File: src/rtl/axi4_write_cmd_queue.sv
`default_nettype none
// ============================================================================
// Module      : axi4_write_cmd_queue
// Description : Write command queue in front of axi4_master. Buffers
//               address/data requests in a FIFO, issues them one at a time
//               on the WRITE_START/READY/DONE/ERROR handshake and tracks
//               completions, error responses and lost (timed-out) writes.
// Revision    : 1.0 - initial release
// ============================================================================
module axi4_write_cmd_queue #(
    parameter int P_ADDR_WIDTH = 32,
    parameter int P_DATA_WIDTH = 32,
    parameter int P_DEPTH      = 8,
    parameter int P_TIMEOUT    = 1024
) (
    input  logic                      CLOCK,
    input  logic                      RESET,
    input  logic [P_ADDR_WIDTH-1:0]   S_ADDR,
    input  logic [P_DATA_WIDTH-1:0]   S_DATA,
    input  logic                      S_VALID,
    output logic                      S_READY,
    output logic [P_ADDR_WIDTH-1:0]   WRITE_ADDR,
    output logic [P_DATA_WIDTH-1:0]   WRITE_DATA,
    output logic                      WRITE_START,
    input  logic                      WRITE_READY,
    input  logic                      WRITE_DONE,
    input  logic                      WRITE_ERROR,
    output logic [$clog2(P_DEPTH):0]  FIFO_LEVEL,
    output logic                      BUSY,
    output logic [15:0]               DONE_COUNT,
    output logic [15:0]               ERR_COUNT,
    output logic                      TIMEOUT_ERR,
    input  logic                      CLEAR_ERR
);

    localparam int c_PTR_W = $clog2(P_DEPTH);
    localparam int c_LVL_W = c_PTR_W + 1;
    localparam int c_TO_W  = $clog2(P_TIMEOUT);
    localparam int c_ENT_W = P_ADDR_WIDTH + P_DATA_WIDTH;

    localparam logic [0:0]         c_ST_IDLE  = 1'b0;
    localparam logic [0:0]         c_ST_WAIT  = 1'b1;
    localparam logic [c_LVL_W-1:0] c_LVL_FULL = c_LVL_W'(P_DEPTH);
    localparam logic [c_TO_W-1:0]  c_TO_LAST  = c_TO_W'(P_TIMEOUT - 1);
    localparam logic [15:0]        c_CNT_MAX  = 16'hFFFF;

    // FIFO storage and pointers
    logic [c_ENT_W-1:0] r_mem [P_DEPTH];
    logic [c_PTR_W-1:0] r_wr_ptr;
    logic [c_PTR_W-1:0] r_rd_ptr;
    logic [c_LVL_W-1:0] r_level;

    // Control and status registers
    logic [0:0]              r_state;
    logic [c_TO_W-1:0]       r_to_cnt;
    logic                    r_s_ready;
    logic                    r_start;
    logic [P_ADDR_WIDTH-1:0] r_addr;
    logic [P_DATA_WIDTH-1:0] r_data;
    logic                    r_busy;
    logic [15:0]             r_done_cnt;
    logic [15:0]             r_err_cnt;
    logic                    r_timeout_err;

    // Combinational helpers
    logic               w_push;
    logic               w_pop;
    logic [c_ENT_W-1:0] w_head;
    logic               w_done_evt;
    logic               w_err_evt;
    logic               w_timeout_evt;
    logic [c_LVL_W-1:0] w_level_next;
    logic [0:0]         w_state_next;
    logic [15:0]        w_err_base;

    assign w_push        = S_VALID && r_s_ready;
    // Issue only from IDLE; the popped head is captured into WRITE_ADDR/DATA.
    assign w_pop         = (r_state == c_ST_IDLE) && (r_level != '0) && WRITE_READY;
    assign w_head        = r_mem[r_rd_ptr];
    assign w_done_evt    = (r_state == c_ST_WAIT) && WRITE_DONE;
    assign w_err_evt     = w_done_evt && WRITE_ERROR;
    // A DONE landing on the final timeout cycle takes precedence.
    assign w_timeout_evt = (r_state == c_ST_WAIT) && !WRITE_DONE && (r_to_cnt == c_TO_LAST);
    // A clear coinciding with a new error restarts the count at one.
    assign w_err_base    = CLEAR_ERR ? 16'd0 : r_err_cnt;

    // Next FIFO occupancy from simultaneous push/pop
    always_comb begin
        w_level_next = r_level;
        if (w_push && !w_pop) begin
            w_level_next = r_level + c_LVL_W'(1);
        end else if (!w_push && w_pop) begin
            w_level_next = r_level - c_LVL_W'(1);
        end
    end

    // Next FSM state: IDLE issues, WAIT returns on DONE or timeout
    always_comb begin
        w_state_next = r_state;
        case (r_state)
            c_ST_IDLE: if (w_pop) w_state_next = c_ST_WAIT;
            c_ST_WAIT: if (w_done_evt || w_timeout_evt) w_state_next = c_ST_IDLE;
            default:   w_state_next = c_ST_IDLE;
        endcase
    end

    // FIFO storage write; contents need no reset since pointers define validity
    always_ff @(posedge CLOCK) begin
        if (w_push) begin
            r_mem[r_wr_ptr] <= {S_ADDR, S_DATA};
        end
    end

    // Control path: pointers, FSM, registered outputs and statistics
    always_ff @(posedge CLOCK) begin
        if (!RESET) begin
            r_wr_ptr      <= '0;
            r_rd_ptr      <= '0;
            r_level       <= '0;
            r_state       <= c_ST_IDLE;
            r_to_cnt      <= '0;
            r_s_ready     <= 1'b0;
            r_start       <= 1'b0;
            r_addr        <= '0;
            r_data        <= '0;
            r_busy        <= 1'b0;
            r_done_cnt    <= '0;
            r_err_cnt     <= '0;
            r_timeout_err <= 1'b0;
        end else begin
            r_state   <= w_state_next;
            r_level   <= w_level_next;
            // Registered from the next occupancy so it always equals !full.
            r_s_ready <= (w_level_next != c_LVL_FULL);
            r_busy    <= (w_state_next != c_ST_IDLE) || (w_level_next != '0);
            r_start   <= w_pop;

            if (w_push) begin
                r_wr_ptr <= r_wr_ptr + c_PTR_W'(1);
            end
            if (w_pop) begin
                r_rd_ptr <= r_rd_ptr + c_PTR_W'(1);
                r_addr   <= w_head[c_ENT_W-1:P_DATA_WIDTH];
                r_data   <= w_head[P_DATA_WIDTH-1:0];
                r_to_cnt <= '0;
            end else if (r_state == c_ST_WAIT) begin
                r_to_cnt <= r_to_cnt + c_TO_W'(1);
            end

            if (w_done_evt) begin
                r_done_cnt <= r_done_cnt + 16'd1;
            end

            if (w_err_evt) begin
                r_err_cnt <= (w_err_base == c_CNT_MAX) ? w_err_base : w_err_base + 16'd1;
            end else if (CLEAR_ERR) begin
                r_err_cnt <= '0;
            end

            if (w_timeout_evt) begin
                r_timeout_err <= 1'b1;
            end else if (CLEAR_ERR) begin
                r_timeout_err <= 1'b0;
            end
        end
    end

    assign S_READY     = r_s_ready;
    assign WRITE_ADDR  = r_addr;
    assign WRITE_DATA  = r_data;
    assign WRITE_START = r_start;
    assign FIFO_LEVEL  = r_level;
    assign BUSY        = r_busy;
    assign DONE_COUNT  = r_done_cnt;
    assign ERR_COUNT   = r_err_cnt;
    assign TIMEOUT_ERR = r_timeout_err;

endmodule
`default_nettype wire

File: config.mk
export PLATFORM = sky130hd
export DESIGN_NAME = axi4_write_cmd_queue
export DESIGN_NICKNAME = d
export VERILOG_FILES = /design/src/rtl/axi4_write_cmd_queue.sv
export SDC_FILE = /design/constraint.sdc
export NUM_CORES = 1
export LEC_CHECK = 0
export ABC_CLOCK_PERIOD_IN_PS = 16250
export BUFFER_PORTS_ARGS = -buffer_cell sky130_fd_sc_hd__buf_4
export CORE_MARGIN = 2
export CORE_UTILIZATION = 60
export DETAILED_ROUTE_END_ITERATION = 8
export PLACE_DENSITY = 0.76
export SLEW_MARGIN = 20
export SYNTH_ARGS = -nofsm -noshare
export SYNTH_HDL_FRONTEND = slang
export SYNTH_SLANG_ARGS = --single-unit
File: constraint.sdc
create_clock -name CLOCK -period 16.25 [get_ports CLOCK]
set_clock_uncertainty 0.1 [all_clocks]
set_input_delay 0 -clock CLOCK [delete_from_list [all_inputs] [get_ports CLOCK]]
set_output_delay 0 -clock CLOCK [all_outputs]
set_load 0.01 [all_outputs]
* Word level (Yosys, flattened, before mapping) *
Memories as Yosys holds them, arrays and structs flattened. A register that Yosys moved wholly into a read port is not among the register bits.
Index checks and enable logic that the tools add are counted.

operators by class
  div/mod/pow operators = 0
  reductions and logical operators = 19
  $lt $le $gt $ge = 0
  multiply operators = 0
  multiplexer cells = 12
  equal/unequal tests = 3
  shift operators = 0
  bitwise operators = 2
  add/sub/neg operators = 7

operators by type and width
  cell                     count
  $mux W16                 3
  $add A16 B1 Y16 const B  2
  $eq A16 B16 Y1 const B   1
  $add A10 B1 Y10 const B  1
  $eq A10 B10 Y1 const B   1
  $logic_and A1 B1 Y1      9
  $mux W4                  2
  $reduce_bool A4 Y1       2
  $add A3 B1 Y3 const B    2
  $mux W1                  6
  $add A4 B1 Y4 const B    1
  $logic_not A1 Y1         4
  $ne A4 B4 Y1 const B     1
  $sub A4 B1 Y4 const B    1
  $logic_or A1 B1 Y1       2
  $not A1 Y1               2
  $pmux W1 S2              1
  $reduce_bool A2 Y1       1
  $reduce_or A2 Y1         1

word-level totals
  memories kept = 1
  RAM bits = 512
  ROM bits = 0
  register bits after elaboration = 57
  latch bits = 0

memory list
  name   words  width  rd ports  clocked after Yosys merged registers in  wr ports  RTL line  RTL
  r_mem  8      64     1         1                                        1         48        logic [c_ENT_W-1:0] r_mem [P_DEPTH];

* Depth between registers and ports, before layout *
  word-level depth = 8
  gate-level depth with buffers = 9
  gate-level depth less buffers = 7

* Worst setup path after synthesis *
Ideal clock, no wire load.

  kind = register to register
  from = reg r_s_ready (netlist: S_READY)
  to = mem r_mem[2][0] (netlist bit), enable pin
  stages on the path, launching flop included = 3
  setup time = 0.666 ns
  setup slack = 8.297 ns
  arrival = 7.187 ns
  cell sequence = dfxtp_1 > nand2_1 > nor4b_1

between the ends
  cells in the longest elaborated chain, start to end = 3

RTL lines
  element                        RTL line  RTL
  start: declaration             56        logic r_s_ready;
  start signal: assignment       134       r_s_ready <= (w_level_next != c_LVL_FULL);
  $logic_and A1 B1 Y1            76        assign w_push = S_VALID && r_s_ready;
  $mux W1                        109       if (w_push) begin
  $mux W1 (implied by the code)  110       r_mem[r_wr_ptr] <= {S_ADDR, S_DATA};
  end: declaration               48

No other way between the ends.

==> impl_metrics.toml <==
[sta]
period_share_pct = 21.7
tns_ns = 0
rsz0062_at_grt = "false"
timing.hold.ws_ns = 0.0710
period_minus_slack_ns = 3.53
timing.fmax_ghz = 0.283
setup_viol = 0
slew_headroom_pct = 24.3
slew_viol_final = 0
hold_viol = 0
tightest_slew_ns = 1.13

[yosys]
yosysTopAreaCell = "edfxtp_1"
yosysMostFrequentCell = "edfxtp_1"
ys_seq_area_share_pct = 74.3
synth_edf_count = 512
synth_cell_types = 46
synth_ff_type = "edfxtp_1"
yosysWarnings = 0
yosys.area.top_type_share_pct = 64.2
synth_common_cells = "edfxtp_1, mux4_2, dfxtp_1, nor2_1, a211oi_1"
synth_cells = 1283
synth_seq_cells = 633
avgSynthCellArea_um2 = 18.7
yosys-top-cells-area = "edfxtp_1, mux4_2, dfxtp_1"
synth_area_mm2 = 0.0239
async_reset_ff_share_pct = 0
synth_fp_nets = 1361

[critical_path]
start_kind = "flip-flop"
crit_family = "buffers and inverters"
worstPathRequired_ns = 16.59
crit_slowest_cell = "dfxtp_4"
slowest_delay_ns = 0.89
path_cells = "buf_4 > buf_6 > mux4_2 > mux2i_1 > a211oi_1"
critical_path.max_fanout = 53
endpoint_kind = "flip-flop"
worstSetupPathType = "flip-flop to flip-flop"
crit_arrival_ns = 3.88
worst-r2r-setup-slack_ns = 12.72
r2r_cells = 5
regToRegStartpoint = "r_rd_ptr[0]"
worstReg2RegEnd = "WRITE_ADDR[11]"
crit_buf_inv = 2

[detailed_routing]
routed_wl_mm = 48.9
detailedRoute.firstPassIterationCount = 5
drc = 0
top_layer = "met4"
drt.antenna.violating_nets = 0
vias = 12709
drt-vias-per-instance = 5.98
avgRoutedWirePerCell_um = 23.0
m1WireLength_mm = 19.9
drt_iter0_markers = 1156
met3_wirelength_mm = 3.24
dr_wl_met2_mm = 24.9

[floorplan]
dieArea_mm2 = 0.0415
ios = 175
rows = 73
fp.dieH_um = 204
die_x_um = 204
core-area_mm2 = 0.0395
start_util_pct = 60.5

[min_path]
hp-start = "S_DATA[24]"
hp-class = "primary input to flip-flop"
holdPathStages = 2
hold_end = "r_mem[4][24]"

[status]
run_status = "completed"

[final_layout]
drive_gt1_share_pct = 27.4
multi_input_area_mm2 = 0.00587
areaGrowthSynthToFinish_pct = 19.5
nFillCells = 2389
nets = 1626
seq_area_mm2 = 0.0178

[global_routing]
grt_overflow = 0
grt_pass1_wl_mm = 75.0
grt_max_degree = 83
antenna_found_initial = 1
grt_usage_pct = 24.1
grt_pass1_vias = 12901

[clock_network]
clockRootBuffer = "clkbuf_16"
numCtsBuffers = 59
cts_setup_buffers = 0
clk_pin_slew_ns = 0.06
htreeDepth = 2
clock_path_buffers = 3
clock-sinks = 633
cts-resized-gates = 0
cts_tree = "yes"
clock_latency_ns = 0.60

[placement]
portBuffers = 174
place.gp.congestion = 0.859
dp_hpwl_mm = 25.7

[power]
leakage_nw = 9.31
worst_ir_drop_vdd_v = 0.000108
p_per_area_mw_per_mm2 = 146

[flow_run]
drv_cap = 0
## area by class of cell
class | instances | share of cell area, %
sequential | 633 | 62.2
timing repair buffer | 272 | 7.80
inverter | 7 | 0.0962
multi-input combinational | 575 | 20.5
clock buffer | 79 | 5.71
clock inverter | 32 | 1.31
antenna | 2 | 0.0175
tap | 525 | 2.30
## power breakdown
| part | internal [mW] | switching (mW) |
|---|---|---|
| combinational | 0.421 | 0.386 |
| sequential | 1.86 | 0.103 |
| clock | 0.833 | 0.578 |
| total | 3.11 | 1.07 |
## layout by cell type (no fill, tap or decap), drive strengths merged, types with 19 or more instances in the layout
master	Yosys	routed
edfxtp	512	512
buf	37	198
mux4	128	128
dfxtp	121	121
nor2	107	107
clkbuf	31	79
dlygate4sd3	0	74
a211oi	73	73
mux2i	69	69
nand2	35	35
xnor2	23	23
clkinv	0	19
## routing by layer
layer | global-route usage [%] | up-vias
li1 | - | 5667
met1 | 32.9 | 6517
met2 | 40.5 | 450
met3 | 4.27 | 75
met4 | 6.47 | 0
met5 | 0 | -
## state kept, by name, summed over array words and instances, names as in the netlist
name and cells:
r_state 1, r_to_cnt 10, r_wr_ptr 3, WRITE_ADDR 32, S_READY 1, DONE_COUNT 16
BUSY 1, ERR_COUNT 16, r_mem 512, FIFO_LEVEL 4, TIMEOUT_ERR 1, WRITE_DATA 32
WRITE_START 1, r_rd_ptr 3
## stage by stage
stage	utilization, %	instances	setup WS (ns)	total power [mW]	area (um2)
after floorplan	-	1283	8.30	2.52	23900
after global routing	72.3	2124	12.36	4.35	28600
after global placement	65.4	1938	12.42	2.77	25900
final	72.3	2125	12.72	4.18	28600
after detailed placement	65.4	1938	12.38	2.79	25900
after CTS	72.3	2123	12.37	4.21	28600
## worst max path at each step
stage | start | endpoint | cells after the start
detailed placement | r_rd_ptr[0] | WRITE_ADDR[11] | 5
CTS | r_rd_ptr[0] | WRITE_DATA[31] | 5
global placement | r_rd_ptr[0] | WRITE_DATA[30] | 5
finish | r_rd_ptr[0] | WRITE_ADDR[11] | 5
floorplan | S_READY | r_mem[2][0] | 2
global route | r_rd_ptr[0] | WRITE_ADDR[11] | 5
## repair_timing
action	4_1_cts	5_1_grt
hold buffers	74	0
hold endpoints to repair	553	0
endpoints found under the setup margin	0	0
## cells by family (layout without fill, tap and decap cells)
family / Yosys count / in the layout / share of synthesized area (%)
multiplexers: 197 / 197 / 14.9
flip-flops: 633 / 633 / 74.3
other: 0 / 2 / 0
XOR/XNOR: 35 / 35 / 1.28
adder cells (fa/ha/maj): 7 / 7 / 0.366
buffers and inverters: 75 / 390 / 1.33
AO/OA/AOI/OAI: 102 / 102 / 3.00
AND/OR/NAND/NOR: 234 / 234 / 4.75
Note: power is estimated with default switching activity, not from simulation.
